<file path="src/rtl/vector_accumulator_if.sv">
// Handshake bundle for vector_accumulator.
//   start/count        : job request (sampled in IDLE)
//   in_valid/in_ready  : product vector stream, product[LANES][DATA_WIDTH]
//   out_valid/out_ready: result handshake, acc_out[LANES][ACC_WIDTH], sat[LANES]
//   busy               : block is not IDLE
interface vector_accumulator_if #(
  parameter int DATA_WIDTH = 8,
  parameter int LANES      = 8,
  parameter int ACC_WIDTH  = 16
);
  logic                                 start;
  logic [7:0]                           count;
  logic                                 in_valid;
  logic                                 in_ready;
  logic [LANES-1:0][DATA_WIDTH-1:0]     product;
  logic                                 out_valid;
  logic                                 out_ready;
  logic [LANES-1:0][ACC_WIDTH-1:0]      acc_out;
  logic [LANES-1:0]                     sat;
  logic                                 busy;

  modport master (
    output start, count, in_valid, product, out_ready,
    input  in_ready, out_valid, acc_out, sat, busy
  );

  modport slave (
    input  start, count, in_valid, product, out_ready,
    output in_ready, out_valid, acc_out, sat, busy
  );
endinterface

</file>
<file path="src/rtl/vector_accumulator.sv">
// Vector accumulator: sums a job of `count` product vectors lane by lane
// with per-lane saturation, then presents the result until taken.
//   clk  : clock, rising edge
//   rst  : asynchronous active-high reset
//   bus  : vector_accumulator_if.slave (job request, product stream, result)

// One lane: saturating accumulator with sticky saturation flag.
module vector_accumulator_lane #(
  parameter int DATA_WIDTH = 8,
  parameter int ACC_WIDTH  = 16
) (
  input  logic                  clk,
  input  logic                  rst,
  input  logic                  i_clr,
  input  logic                  i_xfer,
  input  logic [DATA_WIDTH-1:0] i_product,
  output logic [ACC_WIDTH-1:0]  o_acc,
  output logic                  o_sat
);
  logic [ACC_WIDTH-1:0] r_acc;
  logic                 r_sat;
  logic [ACC_WIDTH:0]   w_sum;

  // One extra bit catches the carry out that signals overflow.
  assign w_sum = {1'b0, r_acc} + {{(ACC_WIDTH+1-DATA_WIDTH){1'b0}}, i_product};

  always_ff @(posedge clk or posedge rst) begin
    if (rst) begin
      r_acc <= '0;
      r_sat <= 1'b0;
    end else if (i_clr) begin
      r_acc <= '0;
      r_sat <= 1'b0;
    end else if (i_xfer) begin
      if (w_sum[ACC_WIDTH]) begin
        r_acc <= '1;
        r_sat <= 1'b1;
      end else begin
        r_acc <= w_sum[ACC_WIDTH-1:0];
      end
    end
  end

  assign o_acc = r_acc;
  assign o_sat = r_sat;
endmodule

module vector_accumulator #(
  parameter int DATA_WIDTH = 8,
  parameter int LANES      = 8,
  parameter int ACC_WIDTH  = 16
) (
  input logic                    clk,
  input logic                    rst,
  vector_accumulator_if.slave    bus
);
  typedef enum logic [1:0] {S_IDLE, S_ACCUM, S_DONE} state_t;

  state_t                          r_state;
  state_t                          w_next;
  logic [7:0]                      r_rem;
  logic                            w_clr;
  logic                            w_xfer;
  logic [LANES-1:0][ACC_WIDTH-1:0] w_acc;
  logic [LANES-1:0]                w_sat;

  // Start only counts in IDLE; this also drops a start that coincides
  // with the DONE handshake, since the FSM is still in DONE then.
  assign w_clr  = (r_state == S_IDLE) && bus.start;
  assign w_xfer = (r_state == S_ACCUM) && bus.in_valid;

  always_ff @(posedge clk or posedge rst) begin
    if (rst) r_state <= S_IDLE;
    else     r_state <= w_next;
  end

  always_comb begin
    w_next = r_state;
    case (r_state)
      S_IDLE:  if (bus.start) w_next = (bus.count == 8'd0) ? S_DONE : S_ACCUM;
      S_ACCUM: if (w_xfer && r_rem == 8'd1) w_next = S_DONE;
      S_DONE:  if (bus.out_ready) w_next = S_IDLE;
      default: w_next = S_IDLE;
    endcase
  end

  always_ff @(posedge clk or posedge rst) begin
    if (rst)         r_rem <= 8'd0;
    else if (w_clr)  r_rem <= bus.count;
    else if (w_xfer) r_rem <= r_rem - 8'd1;
  end

  for (genvar g = 0; g < LANES; g++) begin : g_lane
    vector_accumulator_lane #(
      .DATA_WIDTH(DATA_WIDTH),
      .ACC_WIDTH (ACC_WIDTH)
    ) u_lane (
      .clk      (clk),
      .rst      (rst),
      .i_clr    (w_clr),
      .i_xfer   (w_xfer),
      .i_product(bus.product[g]),
      .o_acc    (w_acc[g]),
      .o_sat    (w_sat[g])
    );
  end

  assign bus.in_ready  = (r_state == S_ACCUM);
  assign bus.out_valid = (r_state == S_DONE);
  assign bus.busy      = (r_state != S_IDLE);
  assign bus.acc_out   = w_acc;
  assign bus.sat       = w_sat;
endmodule

</file>
<file path="src/flat_wrapper.sv">
// flat-port wrapper written by rule: the top's interface ports become plain ports
module vector_accumulator_flat 
#(
  parameter int DATA_WIDTH = 8,
  parameter int LANES      = 8,
  parameter int ACC_WIDTH  = 16
)
  (clk, rst, bus_start, bus_count, bus_in_valid, bus_product, bus_out_ready, bus_in_ready, bus_out_valid, bus_acc_out, bus_sat, bus_busy);
  vector_accumulator_if #(.DATA_WIDTH(DATA_WIDTH), .LANES(LANES), .ACC_WIDTH(ACC_WIDTH)) bus_i ();
  input logic clk;
  input logic rst;
  input wire logic [$bits(bus_i.start)-1:0] bus_start;
  input wire logic [$bits(bus_i.count)-1:0] bus_count;
  input wire logic [$bits(bus_i.in_valid)-1:0] bus_in_valid;
  input wire logic [$bits(bus_i.product)-1:0] bus_product;
  input wire logic [$bits(bus_i.out_ready)-1:0] bus_out_ready;
  output wire logic [$bits(bus_i.in_ready)-1:0] bus_in_ready;
  output wire logic [$bits(bus_i.out_valid)-1:0] bus_out_valid;
  output wire logic [$bits(bus_i.acc_out)-1:0] bus_acc_out;
  output wire logic [$bits(bus_i.sat)-1:0] bus_sat;
  output wire logic [$bits(bus_i.busy)-1:0] bus_busy;
  assign bus_i.start = bus_start;
  assign bus_i.count = bus_count;
  assign bus_i.in_valid = bus_in_valid;
  assign bus_i.product = bus_product;
  assign bus_i.out_ready = bus_out_ready;
  assign bus_in_ready = bus_i.in_ready;
  assign bus_out_valid = bus_i.out_valid;
  assign bus_acc_out = bus_i.acc_out;
  assign bus_sat = bus_i.sat;
  assign bus_busy = bus_i.busy;
  vector_accumulator #(.DATA_WIDTH(DATA_WIDTH), .LANES(LANES), .ACC_WIDTH(ACC_WIDTH)) u_core (.clk(clk), .rst(rst), .bus(bus_i));
endmodule
</file>
<file path="config.mk">
export PLATFORM = sky130hd
export DESIGN_NAME = vector_accumulator_flat
export DESIGN_NICKNAME = d
export VERILOG_FILES = /design/src/rtl/vector_accumulator_if.sv /design/src/rtl/vector_accumulator.sv /design/src/flat_wrapper.sv
export SDC_FILE = /design/constraint.sdc
export NUM_CORES = 1
export LEC_CHECK = 0
export CAP_MARGIN = 5
export CORE_UTILIZATION = 40
export DETAILED_ROUTE_END_ITERATION = 10
export GPL_ROUTABILITY_DRIVEN = 0
export PLACE_DENSITY = 0.73
export SETUP_SLACK_MARGIN = 0.3
export SLEW_MARGIN = 20
export SYNTH_ARGS = -nofsm -noshare
export SYNTH_HDL_FRONTEND = slang
export SYNTH_HIERARCHICAL = 1
export SYNTH_SLANG_ARGS = --single-unit
export TNS_END_PERCENT = 5
</file>
<file path="constraint.sdc">
create_clock -name clk -period 2.5 [get_ports clk]
set_input_delay 0.375 -clock clk [delete_from_list [all_inputs] [get_ports clk]]
set_output_delay 0.375 -clock clk [all_outputs]
set_load 0.005 [all_outputs]
</file>
==> results.ini, run 1 <==
[drt]
viasPerCell=5.65
drt_wl_total_um=29100
drcViolationCount=0
drtIter0Drc=577
ant_nets=0
dr.pass1.iters=5
wl_per_cell_um=16.5
num_vias=9939

[floorplanning]
dieArea_mm2=0.0264
dieHeight_um=163
dieWidth_um=163
start_util_pct=40.8
ioPinCount=216
num_rows=58
core_mm2=0.0253

[global_route]
grt_max_degree=38
antenna_found_initial=3
grt_pass1_vias=9521
grt_use_total_pct=21.9
overflow=0
grt_pass1_wl_um=47100

[synthesis]
yosysTopAreaCellShare_pct=35.4
synth_seq_cells=146
synth_nets=1241
ys_seq_area_share_pct=35.4
avgSynthCellArea_um2=9.46
synth-main-ff-cell=dfrtp_1
yosys_warnings=6
synth_area_mm2=0.0103
synth_edf_count=0
async_flop_share_pct=100
yosysUniqueCellTypes=74
netlist_instances=1090
synth_area_leaders=dfrtp_1 35%, ha_1 8.0%, nor2_1 4.4%
synth_top_cell_by_area=dfrtp_1

[critical_path]
cp_slowest_stage_delay_ns=0.41
startpoint=u_core/g_lane[4].u_lane/o_acc[0]
slowest_stage=fa_1
worst_ep_arrival_time_ns=2.55
worstSetupPathType=reg -> reg
crit_chain=ha_1, fa_1, a211oi_1, o21a_2, nor3_4, o31a_1, o21ba_2
critPathCaptureType=flip-flop
rr_startpoint=u_core/g_lane[4].u_lane/o_acc[0]
crit_fanout=8
critPathRequiredTime_ns=2.80
start_kind=flip-flop

[timing]
maxSlewViolCount=0
slew_headroom_pct=53.6
final_hold_viol_count=0
hold_slack_ns=0.437
tightest_slew_ns=0.689
setup_slack_ns=0.249
fin_skew_ns=0.0160
timing.fmax_mhz=444
min_period_ns=2.25
final-setup-viol-count=0
fin_crit_sh_pct=90.0
rsz0062_at_grt=yes

[cells_and_area]
area_growth_pct=40.2
final_cell_area_mm2=0.0145
layout_common_cells=215 x clkdlybuf4s50_1, 146 x dfrtp_1, 135 x buf_4, 121 x nor2_1, 67 x a21oi_1
diodes=0
final_net_count=1570
drive_gt1_share_pct=17.6
final_common_cell=clkdlybuf4s50_1
fillCellCount=2215

[power_and_ir_drop]
swShare_pct=38.8
power_switching_w=0.00626
vdd_drop_max_mv=0.521
power.total_w=0.0161
clockPowerShare_pct=16.2
seqPwrFrac_pct=25.3
p_int_w=0.00986
p_leak_nw=6.18
power.density_mw_per_mm2=1120
comb_power_share_pct=58.5

[run]
drv_cap=0

[placement]
pre_cts_ws_ns=-0.201
portBuffers=215
place_area_mm2=0.0138
post-dp-hpwl_um=21800

[clock_tree]
clkTransAtPathRegs_ns=0.06
cts_sinks=146
insertion_delay_ns=0.42
cts_root_buffer=clkbuf_16
cts_tree=yes
cts_buffers=17
clock_path_buffers=2
post_cts_buffers=0
h-tree-depth=4

[min_path]
hold_class=in -> async

[run_status]
outcome=finished, final reports clean

[cell type report]
cell class              count  area [µm²]  area share [%]
repair buffers            354        3250            22.4
multi-input cells         858        6400            44.2
clock inverters             7        98.8           0.684
flip-flops and latches    146        3650            25.3
clock buffers              23         488            3.38
inverters                  42         163            1.13
well taps                 330         413            2.86
[path summary, 6_finish.rpt]
kind | slack [ns] | endpoint | cells after the start
worst min-delay path | 0.44 | u_core/g_lane[6].u_lane/o_acc[3] | 3
min in group clk | 0.50 | u_core/g_lane[0].u_lane/o_sat | 2
worst max-delay path | 0.25 | u_core/g_lane[4].u_lane/o_acc[9] | 7
max in group asynchronous | 1.46 | u_core/g_lane[0].u_lane/o_acc[5] | 3
worst min register to register | 0.50 | u_core/g_lane[0].u_lane/o_sat | 2
worst max register to register | 0.25 | u_core/g_lane[4].u_lane/o_acc[9] | 7
[logic make-up after synthesis]
family	synth area share, %
AOI/OAI and AO/OA	26.4
xor gates and xnor gates	3.40
adders and majority gates	9.56
and+or+nand+nor	20.8
muxes	0.873
buffers and inverters	3.53
DFF	35.4
[cells in the mapped netlist (6+ instances only)]
cell and number:
a2111oi_0 8, a211o_1 15, a211oi_1 46, a211oi_2 6, a21o_1 29, a21oi_1 67, a311oi_1 49, a31oi_1 16
and2_1 8, and2b_1 6, and3_1 26, and4_1 10, and4b_1 11, buf_1 8, clkbuf_1 29, dfrtp_1 146
fa_1 8, ha_1 66, inv_1 39, mux2i_1 9, nand2_1 40, nand3_1 17, nand4_1 18, nor2_1 121
nor2b_1 9, nor3_1 26, nor3_4 6, nor3b_1 10, nor4_1 13, nor4_2 6, o211a_1 6, o21a_1 27
o21ai_0 14, o21bai_1 9, o221ai_1 8, o31a_1 8, o31ai_1 9, or2_1 8, or2_2 10, or3_1 9
xnor2_1 11, xor2_1 29
[registers in the layout, summed over array words and instances (netlist names)]
register,count
u_core/r_rem,8
u_core/r_state,2
u_core/g_lane.u_lane/o_sat,8
u_core/g_lane.u_lane/o_acc,128
[routing by layer]
| metal | track usage [%] | vias to the layer above | share of wire [%] |
|---|---|---|---|
| met2 | 35.7 | 266 | 48 |
| met1 | 29.8 | 4791 | 46 |
| met3 | 4.07 | 22 | 5.6 |
| met4 | 5.69 | 2 | 0.94 |
| li1 | - | 4858 | - |
| met5 | 0 | - | 0.045 |
[power groups by stage]
stage | clock network [W] | registers [W] | logic [W]
floorplan | 0 | 0.00396 | 0.00546
global placement | 0 | 0.00408 | 0.00904
detailed placement | 0 | 0.00409 | 0.00923
CTS | 0.00268 | 0.00407 | 0.00930
global route | 0.00278 | 0.00421 | 0.0104
finish | 0.00261 | 0.00408 | 0.00944
[critical path, delay by kind of cell (launching register included)]
family | cells | cell delay [ns]
AOI/OAI and AO/OA | 4 | 1.03
DFF | 1 | 0.40
adders and majority gates | 2 | 0.63
and+or+nand+nor | 1 | 0.09
[what timing repair did]
| action | 4_1_cts | 5_1_grt |
|---|---|---|
| hold buffers | 0 | 0 |
| pin swaps | 1 | 7 |
| gates resized for setup | 2 | 19 |
| endpoints found under the setup margin | 15 | 97 |
| gates cloned | 0 | 0 |
[metrics by stage]
step | util, % | TNS (ns) | cells
detailed placement | 54.6 | -5.70 | 1730
global placement | 54.6 | -2.92 | 1730
floorplan | - | 0 | 1090
finish | 57.2 | 0 | 1760
global route | 57.2 | 0 | 1760
CTS | 56.9 | 0 | 1760
Note: power is estimated with default switching activity, not from simulation.
==> run 2: changes to the inputs <==
Settings changed: CTS_CLUSTER_DIAMETER from default to 100.
==> results of run 2 <==
Same layout as run 1: the final DEF is identical, and so are final timing and power.
==> run 3: changes to the inputs <==
Settings changed: CORE_UTILIZATION 40 to 53, PLACE_DENSITY 0.73 to 0.9, SETUP_SLACK_MARGIN 0.3 to default.
==> run 3 against run 2 <==
  * Via count is 4.2% higher
  * Clock skew is 0.0041 ns lower
  * Largest power group unchanged
  * Total power is 0.60% higher
  * Global-route usage is 8.1 points higher
  * Critical path depth is 1 higher
  * Die area is 24% lower
  * First-iteration DRC count is 2.6% higher
  * Non-clock buffer count is 10 lower
  * Count of clock-buffer cells in the layout is 3 lower
  * Final cell count is 4.5% lower
  * Register-to-register slack worse by 0.06 ns
==> results.ini, run 3 (synthesized netlist as in run 1, its figures left out) <==
[clock_tree]
h-tree-depth=4
insertion_delay_ns=0.41
clkTransAtPathRegs_ns=0.06
cts_buffers=17
post_cts_buffers=0
clock_path_buffers=2
cts_tree=yes
cts_sinks=146
cts_root_buffer=clkbuf_16

[global_route]
grt_max_degree=29
grt_pass1_vias=10100
grt_use_total_pct=30.0
overflow=0
grt_pass1_wl_um=48600
antenna_found_initial=1

[timing]
setup_slack_ns=0.144
rsz0062_at_grt=no
timing.fmax_mhz=424
final_hold_viol_count=0
slew_headroom_pct=54.4
min_period_ns=2.36
tightest_slew_ns=0.677
final-setup-viol-count=0
maxSlewViolCount=0
fin_crit_sh_pct=94.2
fin_skew_ns=0.0120
tns_ns=0

[cells_and_area]
layout_common_cells=215 x clkdlybuf4s50_1, 146 x dfrtp_1, 122 x buf_4, 121 x nor2_1, 67 x a21oi_1
largest_reg_flops=128
drive_gt1_share_pct=15.9
register_area_mm2=0.00365
final_cell_area_mm2=0.0143
fillCellCount=1311
area_growth_pct=38.4
final_common_cell=clkdlybuf4s50_1
final_net_count=1560
multi_input_area_mm2=0.00630
final_util_pct=75.6

[floorplanning]
dieHeight_um=142
num_rows=50
dieWidth_um=142
ioPinCount=216
start_util_pct=54.6
dieArea_mm2=0.0200
core_mm2=0.0189

[min_path]
min_from=u_core/g_lane[4].u_lane/o_sat
whs_path_depth=2
hold_class=reg -> reg
min_to=u_core/g_lane[4].u_lane/o_sat

[run]
drv_cap=0

[power_and_ir_drop]
power.total_w=0.0162
p_leak_nw=6.15
vdd_drop_max_mv=0.686
power.density_mw_per_mm2=1140

[placement]
portBuffers=215
place_area_mm2=0.0136
pre_cts_ws_ns=-0.217
post-dp-hpwl_um=22500

[critical_path]
start_kind=input port
critPathCaptureType=flip-flop
critPathRequiredTime_ns=2.78
worstSetupPathType=in -> reg
rr_endpoint=u_core/g_lane[7].u_lane/o_acc[7]
rr_startpoint=u_core/g_lane[7].u_lane/o_acc[0]
worst_ep_arrival_time_ns=2.64
reg2regPathDepth=8
crit_fanout=8
rrSetupSlack_ns=0.19

[drt]
dr.pass1.iters=5
viasPerCell=6.17
num_vias=10400
drt_wl_total_um=30000
drtIter0Drc=592
drcViolationCount=0
ant_nets=0
wl_per_cell_um=17.8

[run_status]
outcome=finished, final reports clean

-- run 3: area by class of cell --
type / count / area share [%]
Clock inverter: 9 / 1.09
Multi-Input combinational cell: 858 / 44.1
Clock buffer: 20 / 3.27
Tap cell: 260 / 2.28
Sequential cell: 146 / 25.6
Antenna cell: 1 / 0.0175
Inverter: 42 / 1.14
Timing Repair Buffer: 344 / 22.5
-- run 3: per-layer routing --
| metal | global-route usage (%) | part of all wire [%] | vias to the layer above |
|---|---|---|---|
| met4 | 9.96 | 1.8 | 0 |
| li1 | - | - | 4841 |
| met5 | 0 | 0 | - |
| met2 | 51.3 | 49 | 419 |
| met3 | 4.89 | 6.4 | 51 |
| met1 | 38.9 | 43 | 5049 |
-- run 3: critical path, cell delays in order --
cell	delay (ns)
clkdlybuf4s50_1	0.49
ha_1	0.19
fa_1	0.19
a211oi_1	0.09
o21a_2	0.25
nor3_2	0.47
a31oi_1	0.19
a311oi_1	0.38
-- run 3: how the worst max path moves through the flow --
| stage | from | to | slack, ns | cells after the start |
|---|---|---|---|---|
| 2_1_floorplan | u_core/g_lane[6].u_lane/o_acc[0] | u_core/g_lane[6].u_lane/o_acc[9] | 0.22 | 8 |
| 3_3_place_gp | bus_product[48] | u_core/g_lane[6].u_lane/o_acc[9] | -0.15 | 8 |
| 3_5_place_dp | bus_product[0] | u_core/g_lane[0].u_lane/o_acc[7] | -0.22 | 8 |
| 4_1_cts | u_core/g_lane[0].u_lane/o_acc[0] | u_core/g_lane[0].u_lane/o_acc[7] | 0.17 | 7 |
| 5_1_grt | u_core/g_lane[7].u_lane/o_acc[0] | u_core/g_lane[7].u_lane/o_acc[7] | 0.004 | 8 |
| 6_report | bus_product[24] | u_core/g_lane[3].u_lane/o_acc[10] | 0.14 | 8 |
-- run 3: timing repair --
action                                  4_1_cts  5_1_grt
endpoints found under the hold margin         0        0
hold buffers                                  0        0
endpoints found under the setup margin        0        5
gates resized for setup                       0        1
-- run 3: per-stage QoR --
step / cells / hold slack (ns)
after floorplan: 1090 / 0.215
after CTS: 1679 / 0.505
final: 1680 / 0.502
after global routing: 1679 / 0.536
after global placement: 1650 / 0.481
after detailed placement: 1650 / 0.488
-- run 3: where the power goes --
part           internal (W)  switching, W  total (W)  leakage, nW
registers           0.00318      0.000913    0.00409         1.83
logic               0.00501       0.00438    0.00939         4.02
clock network       0.00174       0.00100    0.00274        0.304
